--- src/rtl/control_sequencer.sv ---
// Multi-cycle instruction sequencer: fetch, decode and operand/mul-div handling
// for a single-accumulator CPU. Strobes are decoded from the current state and inputs.
module control_sequencer (
  input  logic       clk,
  input  logic       rst_n,
  input  logic       run,
  input  logic       mem_ready,
  input  logic       dec_nop,
  input  logic       dec_single,
  input  logic       dec_muldiv,
  input  logic       dec_load,
  input  logic       dec_jmp,
  input  logic       dec_jz,
  input  logic       dec_jge,
  input  logic       zero_flag,
  input  logic       neg_flag,
  input  logic       alu_done,
  output logic       mar_ld,
  output logic       mem_rd,
  output logic       ir_ld,
  output logic       pc_inc,
  output logic       pc_load,
  output logic       acc_ld,
  output logic       exec_en,
  output logic       alu_start,
  output logic       busy,
  output logic       illegal,
  output logic       md_timeout,
  output logic [2:0] state
);

  typedef enum logic [2:0] {
    FETCH_A  = 3'd0,
    FETCH_M  = 3'd1,
    DECODE   = 3'd2,
    EXEC     = 3'd3,
    MD_START = 3'd4,
    MD_WAIT  = 3'd5,
    OPND_A   = 3'd6,
    OPND_M   = 3'd7
  } state_t;

  typedef enum logic [1:0] {
    OP_LOAD = 2'd0,
    OP_JMP  = 2'd1,
    OP_JZ   = 2'd2,
    OP_JGE  = 2'd3
  } opnd_t;

  state_t     cur;
  opnd_t      opnd_cls;
  logic [3:0] wait_cnt;
  logic       jump_taken;

  always_ff @(posedge clk) begin
    if (!rst_n) begin
      cur        <= FETCH_A;
      opnd_cls   <= OP_LOAD;
      wait_cnt   <= 4'd0;
      illegal    <= 1'b0;
      md_timeout <= 1'b0;
    end else begin
      unique case (cur)
        FETCH_A: if (run) cur <= FETCH_M;
        FETCH_M: if (mem_ready) cur <= DECODE;
        DECODE: begin
          // Jumps outrank load; among jumps jmp > jz > jge
          if (dec_muldiv) begin
            cur <= MD_START;
          end else if (dec_jmp || dec_jz || dec_jge) begin
            cur      <= OPND_A;
            opnd_cls <= dec_jmp ? OP_JMP : (dec_jz ? OP_JZ : OP_JGE);
          end else if (dec_load) begin
            cur      <= OPND_A;
            opnd_cls <= OP_LOAD;
          end else if (dec_single) begin
            cur <= EXEC;
          end else if (dec_nop) begin
            cur <= FETCH_A;
          end else begin
            illegal <= 1'b1;
            cur     <= FETCH_A;
          end
        end
        EXEC: cur <= FETCH_A;
        MD_START: begin
          wait_cnt <= 4'd0;
          cur      <= MD_WAIT;
        end
        MD_WAIT: begin
          if (alu_done) begin
            cur <= FETCH_A;
          end else if (wait_cnt == 4'd15) begin
            md_timeout <= 1'b1;
            cur        <= FETCH_A;
          end else begin
            wait_cnt <= wait_cnt + 4'd1;
          end
        end
        OPND_A: cur <= OPND_M;
        OPND_M: if (mem_ready) cur <= FETCH_A;
        default: cur <= FETCH_A;
      endcase
    end
  end

  always_comb begin
    unique case (opnd_cls)
      OP_JMP:  jump_taken = 1'b1;
      OP_JZ:   jump_taken = zero_flag;
      OP_JGE:  jump_taken = ~neg_flag;
      default: jump_taken = 1'b0;
    endcase
  end

  // Strobes held low while reset is asserted so nothing reaches the datapath
  always_comb begin
    mar_ld    = 1'b0;
    mem_rd    = 1'b0;
    ir_ld     = 1'b0;
    pc_inc    = 1'b0;
    pc_load   = 1'b0;
    acc_ld    = 1'b0;
    exec_en   = 1'b0;
    alu_start = 1'b0;
    if (rst_n) begin
      unique case (cur)
        FETCH_A: mar_ld = run;
        FETCH_M: begin
          mem_rd = 1'b1;
          ir_ld  = mem_ready;
          pc_inc = mem_ready;
        end
        EXEC: exec_en = 1'b1;
        MD_START: begin
          alu_start = 1'b1;
          exec_en   = 1'b1;
        end
        OPND_A: mar_ld = 1'b1;
        OPND_M: begin
          mem_rd = 1'b1;
          if (mem_ready) begin
            if (opnd_cls == OP_LOAD) begin
              acc_ld = 1'b1;
              pc_inc = 1'b1;
            end else begin
              pc_load = jump_taken;
              pc_inc  = ~jump_taken;
            end
          end
        end
        default: ;
      endcase
    end
  end

  assign busy  = !((cur == FETCH_A) && !run);
  assign state = cur;

endmodule
--- config.mk ---
export PLATFORM = sky130hd
export DESIGN_NAME = control_sequencer
export DESIGN_NICKNAME = d
export VERILOG_FILES = /design/src/rtl/control_sequencer.sv
export SDC_FILE = /design/constraint.sdc
export NUM_CORES = 1
export LEC_CHECK = 0
export ABC_AREA = 1
export CAP_MARGIN = 20
export CORE_MARGIN = 2
export CORE_UTILIZATION = 46
export CTS_BUF_LIST = sky130_fd_sc_hd__clkbuf_4 sky130_fd_sc_hd__clkbuf_8
export DETAILED_ROUTE_END_ITERATION = 16
export HOLD_SLACK_MARGIN = 0.06
export PLACE_DENSITY = 0.82
export SLEW_MARGIN = 40
export SYNTH_ARGS = -nofsm -noshare
export SYNTH_HDL_FRONTEND = slang
export SYNTH_SLANG_ARGS = --single-unit
export TNS_END_PERCENT = 50
--- constraint.sdc ---
create_clock -name clk -period 1.32 [get_ports clk]
set_input_delay 0.198 -clock clk [delete_from_list [all_inputs] [get_ports clk]]
set_output_delay 0.198 -clock clk [all_outputs]
set_load 0.05 [all_outputs]
==> flow_summary_export.csv, run 1 <==
group,metric,value,unit
floorplanning,num_io_pins,28,
floorplanning,die_h,45.6,um
floorplanning,initial_core_util,47.6,%
status,status,"aborted with a tool error",
yosys,synth_area,796,sq um
yosys,synth_top_area_share,27.7,%
clocking,cts_root_buf,"clkbuf_4",
placed_design,dpl_cell_area,1480,sq um
placed_design,gp_congestion,0.775,
floorplanning,rows,15,
yosys,synth_edf_count,0,
placed_design,port_buffers,27,
yosys,synth_area_leaders,"dfxtp_1 28%, nand2_1 13%, nor2_1 12%",
yosys,postSynthAreaPerCell,6.27,sq um
placed_design,placed_cells,188,
clocking,cts_max_level,1,
yosys,synth-async-reset-ratio,0,%
status,error,"[ERROR DPL-0033] detailed placement checks failed during check placement.",
yosys,synth_seq_cells,11,
yosys,yosysWarningCount,0,
placed_design,dp_hpwl,2300,um
clocking,cts_made_buffers,3,
yosys,synth_cells,127,
yosys,synth_largest_area_cell,"dfxtp_1",
floorplanning,die_w,45.6,um
yosys,synth_fp_nets,142,
clocking,post_cts_resized,23,
yosys,synth.distinct_cells,25,
clocking,clkSinkCount,11,
status,failed_stage,"4_1_cts",
yosys,seq_area_frac_synth,27.7,%
clocking,post_cts_buffers,5,
yosys,yosysMostFrequentCell,"nand2_1",
clocking,hold_buffers,0,
yosys,synth_ff_type,"dfxtp_1",
yosys,synth_common_cells,"27 x nand2_1, 26 x nor2_1, 13 x nand3_1",
clocking,clockBufferDepth,2,
-- through the flow --
stage                     setup slack (ns)  utilization (%)  TNS (ns)
after floorplan                     -0.356                -    -0.983
after detailed placement            -0.323             88.8     -2.40
after global placement              -0.241             88.8     -1.46
-- kinds of logic after synthesis --
kind of cell,Yosys count,synth area share (%)
simple gates,82,49.5
buf+inv,18,10.8
compound gates,13,8.18
flops,11,27.7
xor+xnor,2,2.20
fa+ha+maj,1,1.57
==> run 2, diff against run 1 <==
--- a/config.mk
+++ b/config.mk
@@ -7,12 +7,10 @@
 export LEC_CHECK = 0
 export ABC_AREA = 1
 export CAP_MARGIN = 20
-export CORE_MARGIN = 2
-export CORE_UTILIZATION = 46
-export CTS_BUF_LIST = sky130_fd_sc_hd__clkbuf_4 sky130_fd_sc_hd__clkbuf_8
+export CORE_AREA = 2 2 63 65
 export DETAILED_ROUTE_END_ITERATION = 16
-export HOLD_SLACK_MARGIN = 0.06
-export PLACE_DENSITY = 0.82
+export DIE_AREA = 0 0 65 67
+export PLACE_DENSITY_LB_ADDON = 0.15
 export SLEW_MARGIN = 40
 export SYNTH_ARGS = -nofsm -noshare
 export SYNTH_HDL_FRONTEND = slang
==> run 2 against run 1 <==
Effect of this change:
- the flow now finishes, with violations (setup timing)
- area after synthesis unchanged
- synthesized cell count unchanged
==> flow_summary_export.csv, run 2 <==
group,metric,value,unit
status,status,"complete, but fails checks",
status,violations,"setup timing",
worst_setup_path,critPathTopFamily,"flip-flops",
routing,antenna_left,0,
timing,max_clock_freq,663,MHz
floorplanning,placeableCoreArea,3610,sq um
worst_setup_path,ff2ff_setup_slack,0.01,ns
routing,dr.pass1.iters,4,
global_routing,grtUsageTotal,11.5,%
yosys,synth_largest_area_cell,"dfxtp_1",
routing,first_iter_violations,29,
clocking,cts_max_level,1,
placed_design,gp_congestion,0.829,
yosys,synth_common_cells,"27 x nand2_1, 26 x nor2_1, 13 x nand3_1",
timing,fin_crit,1.51,ns
power,ir_drop,0.000624,V
cells_and_area,regMostFlops,"wait_cnt",
placed_design,port_buffers,27,
routing,wl_met1,977,um
clocking,hold_buffers,0,
clocking,cts_root_buf,"clkbuf_8",
worst_setup_path,cp_num_buf_inv,2,
cells_and_area,stdcell_count,225,
timing,maxSlewHeadroom,84.0,%
worst_setup_path,cp-startpoint,"state[1]",
yosys,synth_top_area_share,27.7,%
worst_setup_path,reg2reg_depth,8,
cells_and_area,fin_nets,193,
power,clkPwrFrac,12.9,%
worst_setup_path,path_common_cell,"nand2_4",
timing,holdWs,0.431,ns
timing,slew_violations,0,
routing,drc,0,
clocking,clockBufferDepth,2,
routing,top_layer_used,"met4",
clocking,clk_latency,0.24,ns
cells_and_area,syn_to_final_growth,107,%
clocking,clk_transition_reported_paths,0.05,ns
timing,setup_slack,-0.188,ns
timing,rsz0062_at_grt,"true",
cells_and_area,diodes,0,
clocking,cts_tree,"built",
yosys,synth_ff_type,"dfxtp_1",
yosys,yosysWarningCount,0,
cells_and_area,fillers,357,
routing,routed_wirelength,2260,um
yosys,synth_area,796,sq um
clocking,cts_made_buffers,3,
yosys,synth_cells,127,
cells_and_area,largest_register_ffs,4,
floorplanning,num_io_pins,28,
placed_design,placed_cells,219,
yosys,synth-async-reset-ratio,0,%
floorplanning,die_w,65,um
worst_setup_path,worst-endpoint-arrival,1.31,ns
yosys,postSynthAreaPerCell,6.27,sq um
worst_setup_path,slowest_stage,"dfxtp_4",
worst_setup_path,cpPeakStageDelay,0.38,ns
global_routing,grt_overflow_total,0,
global_routing,grt_first_pass_wirelength,3890,um
timing,tightestPinTransition,0.240,ns
cells_and_area,multi_input_area,647,sq um
power,p_sw,1.19,mW
cells_and_area,layout_common_cells,"22 x nor2_1, 21 x nand2_1, 20 x buf_4",
worst_setup_path,setup.worst_path.class,"reg -> out",
yosys,synth.distinct_cells,25,
global_routing,antenna_found_initial,0,
floorplanning,rows,22,
cells_and_area,layout_commonest_cell,"nor2_1",
placed_design,dp_hpwl,1900,um
power,p_int,1.50,mW
routing,wire_per_inst,10.0,um
power,p_leak,0.698,nW
worst_setup_path,endpoint,"pc_inc",
timing,report.final.setup_viol,9,
yosys,seq_area_frac_synth,27.7,%
global_routing,grt_pass1_vias,940,
worst_setup_path,cp.depth,7,
yosys,yosysMostFrequentCell,"nand2_1",
worst_setup_path,startpoint_type,"flop",
timing,clock_skew,0.00352,ns
floorplanning,initial_core_util,22.1,%
worst_setup_path,cp-end-kind,"primary output",
routing,vias,968,
worst_setup_path,cp.required,1.12,ns
power,pwr-share-seq,17.9,%
global_routing,grt_max_degree,7,
power,power_density,1630,nW/um^2
worst_setup_path,worstReg2RegEnd,"wait_cnt[1]",
floorplanning,die_h,67,um
worst_setup_path,cp_cell_sequence,"nand2_4, inv_4, nand2_4, nor2_4, nand2_2, a21oi_4, buf_12",
routing,routed-wl-met2,1160,um
power,p_sw_share,44.3,%
cells_and_area,drive_above_1_share,41.8,%
yosys,synth_edf_count,0,
clocking,clkSinkCount,11,
yosys,synth_area_leaders,"dfxtp_1 28%, nand2_1 13%, nor2_1 12%",
yosys,synth_fp_nets,142,
min_path,min_path_type,"in -> reg",
timing,hold_viol_final,0,
yosys,synth_seq_cells,11,
routing,dr_wl_met3,118,um
run,drv_cap,0,
cells_and_area,seq_area,231,sq um
worst_setup_path,critPathMaxFanout,4,
routing,via_per_inst,4.30,
power,pwr-share-comb,69.2,%
floorplanning,design.die.area,4360,sq um
worst_setup_path,reg2reg_from,"state[2]",
timing,period_share,114,%
## run 2: cell counts after synthesis
No cell type changed its count.
## run 2: stage by stage
stage / setup slack (ns) / setup TNS [ns] / util [%] / instance area, sq um / power [mW]
final: -0.188 / -1.28 / 45.7 / 1650 / 2.69
after global placement: -0.233 / -1.45 / 42.5 / 1530 / 2.23
after detailed placement: -0.234 / -1.52 / 42.5 / 1530 / 2.23
after global routing: -0.259 / -2.29 / 45.7 / 1650 / 2.85
after floorplan: -0.356 / -0.983 / - / 922 / 1.48
after CTS: -0.207 / -1.46 / 45.1 / 1630 / 2.68
## run 2: worst min-delay path by stage
stage | to | depth (start not counted) | startpoint
after CTS | opnd_cls[0] | 3 | rst_n
after global routing | opnd_cls[0] | 3 | rst_n
after floorplan | state[1] | 2 | rst_n
after detailed placement | md_timeout | 2 | md_timeout
after global placement | wait_cnt[3] | 2 | wait_cnt[3]
final | opnd_cls[0] | 3 | rst_n
## run 2: kinds of logic after synthesis
| kind of cell | synth area share (%) |
|---|---|
| simple gates | 49.5 |
| buf+inv | 10.8 |
| compound gates | 8.18 |
| flops | 27.7 |
| xor+xnor | 2.20 |
| fa+ha+maj | 1.57 |
## run 2: worst min-delay path, cell delays in order
cell,delay (ns)
dlygate4sd2_1,0.29
o21ai_0,0.10
nor2_1,0.04
## run 2: metal layers
layer,GRT usage [%],vias up
met4,1.60,0
met3,3.38,2
met2,21.9,20
li1,-,511
met5,0,-
met1,12.7,435
## run 2: repair_timing
item | CTS | global route
setup endpoints to repair | 9 | 17
cloned | 0 | 0
pin swaps | 9 | 1
setup buffers | 2 | 0
endpoints found under the hold margin | 0 | 0
gates resized for setup | 10 | 5
## run 2: power by group through the flow
stage / logic, mW / clock network, mW / registers [mW]
5_1_grt: 1.98 / 0.381 / 0.488
3_5_place_dp: 1.72 / 0 / 0.508
2_1_floorplan: 0.870 / 0 / 0.606
3_3_place_gp: 1.72 / 0 / 0.511
4_1_cts: 1.84 / 0.362 / 0.480
6_report: 1.86 / 0.348 / 0.480
## run 2: area by class of cell
| class | count | share of cell area (%) |
|---|---|---|
| Multi-Input combinational cell | 98 | 39.2 |
| Timing Repair Buffer | 49 | 36.3 |
| Sequential cell | 11 | 14.0 |
| Inverter | 15 | 4.02 |
| Tap cell | 48 | 3.64 |
| Clock buffer | 4 | 2.73 |
Note: power is estimated with default switching activity, not from simulation.
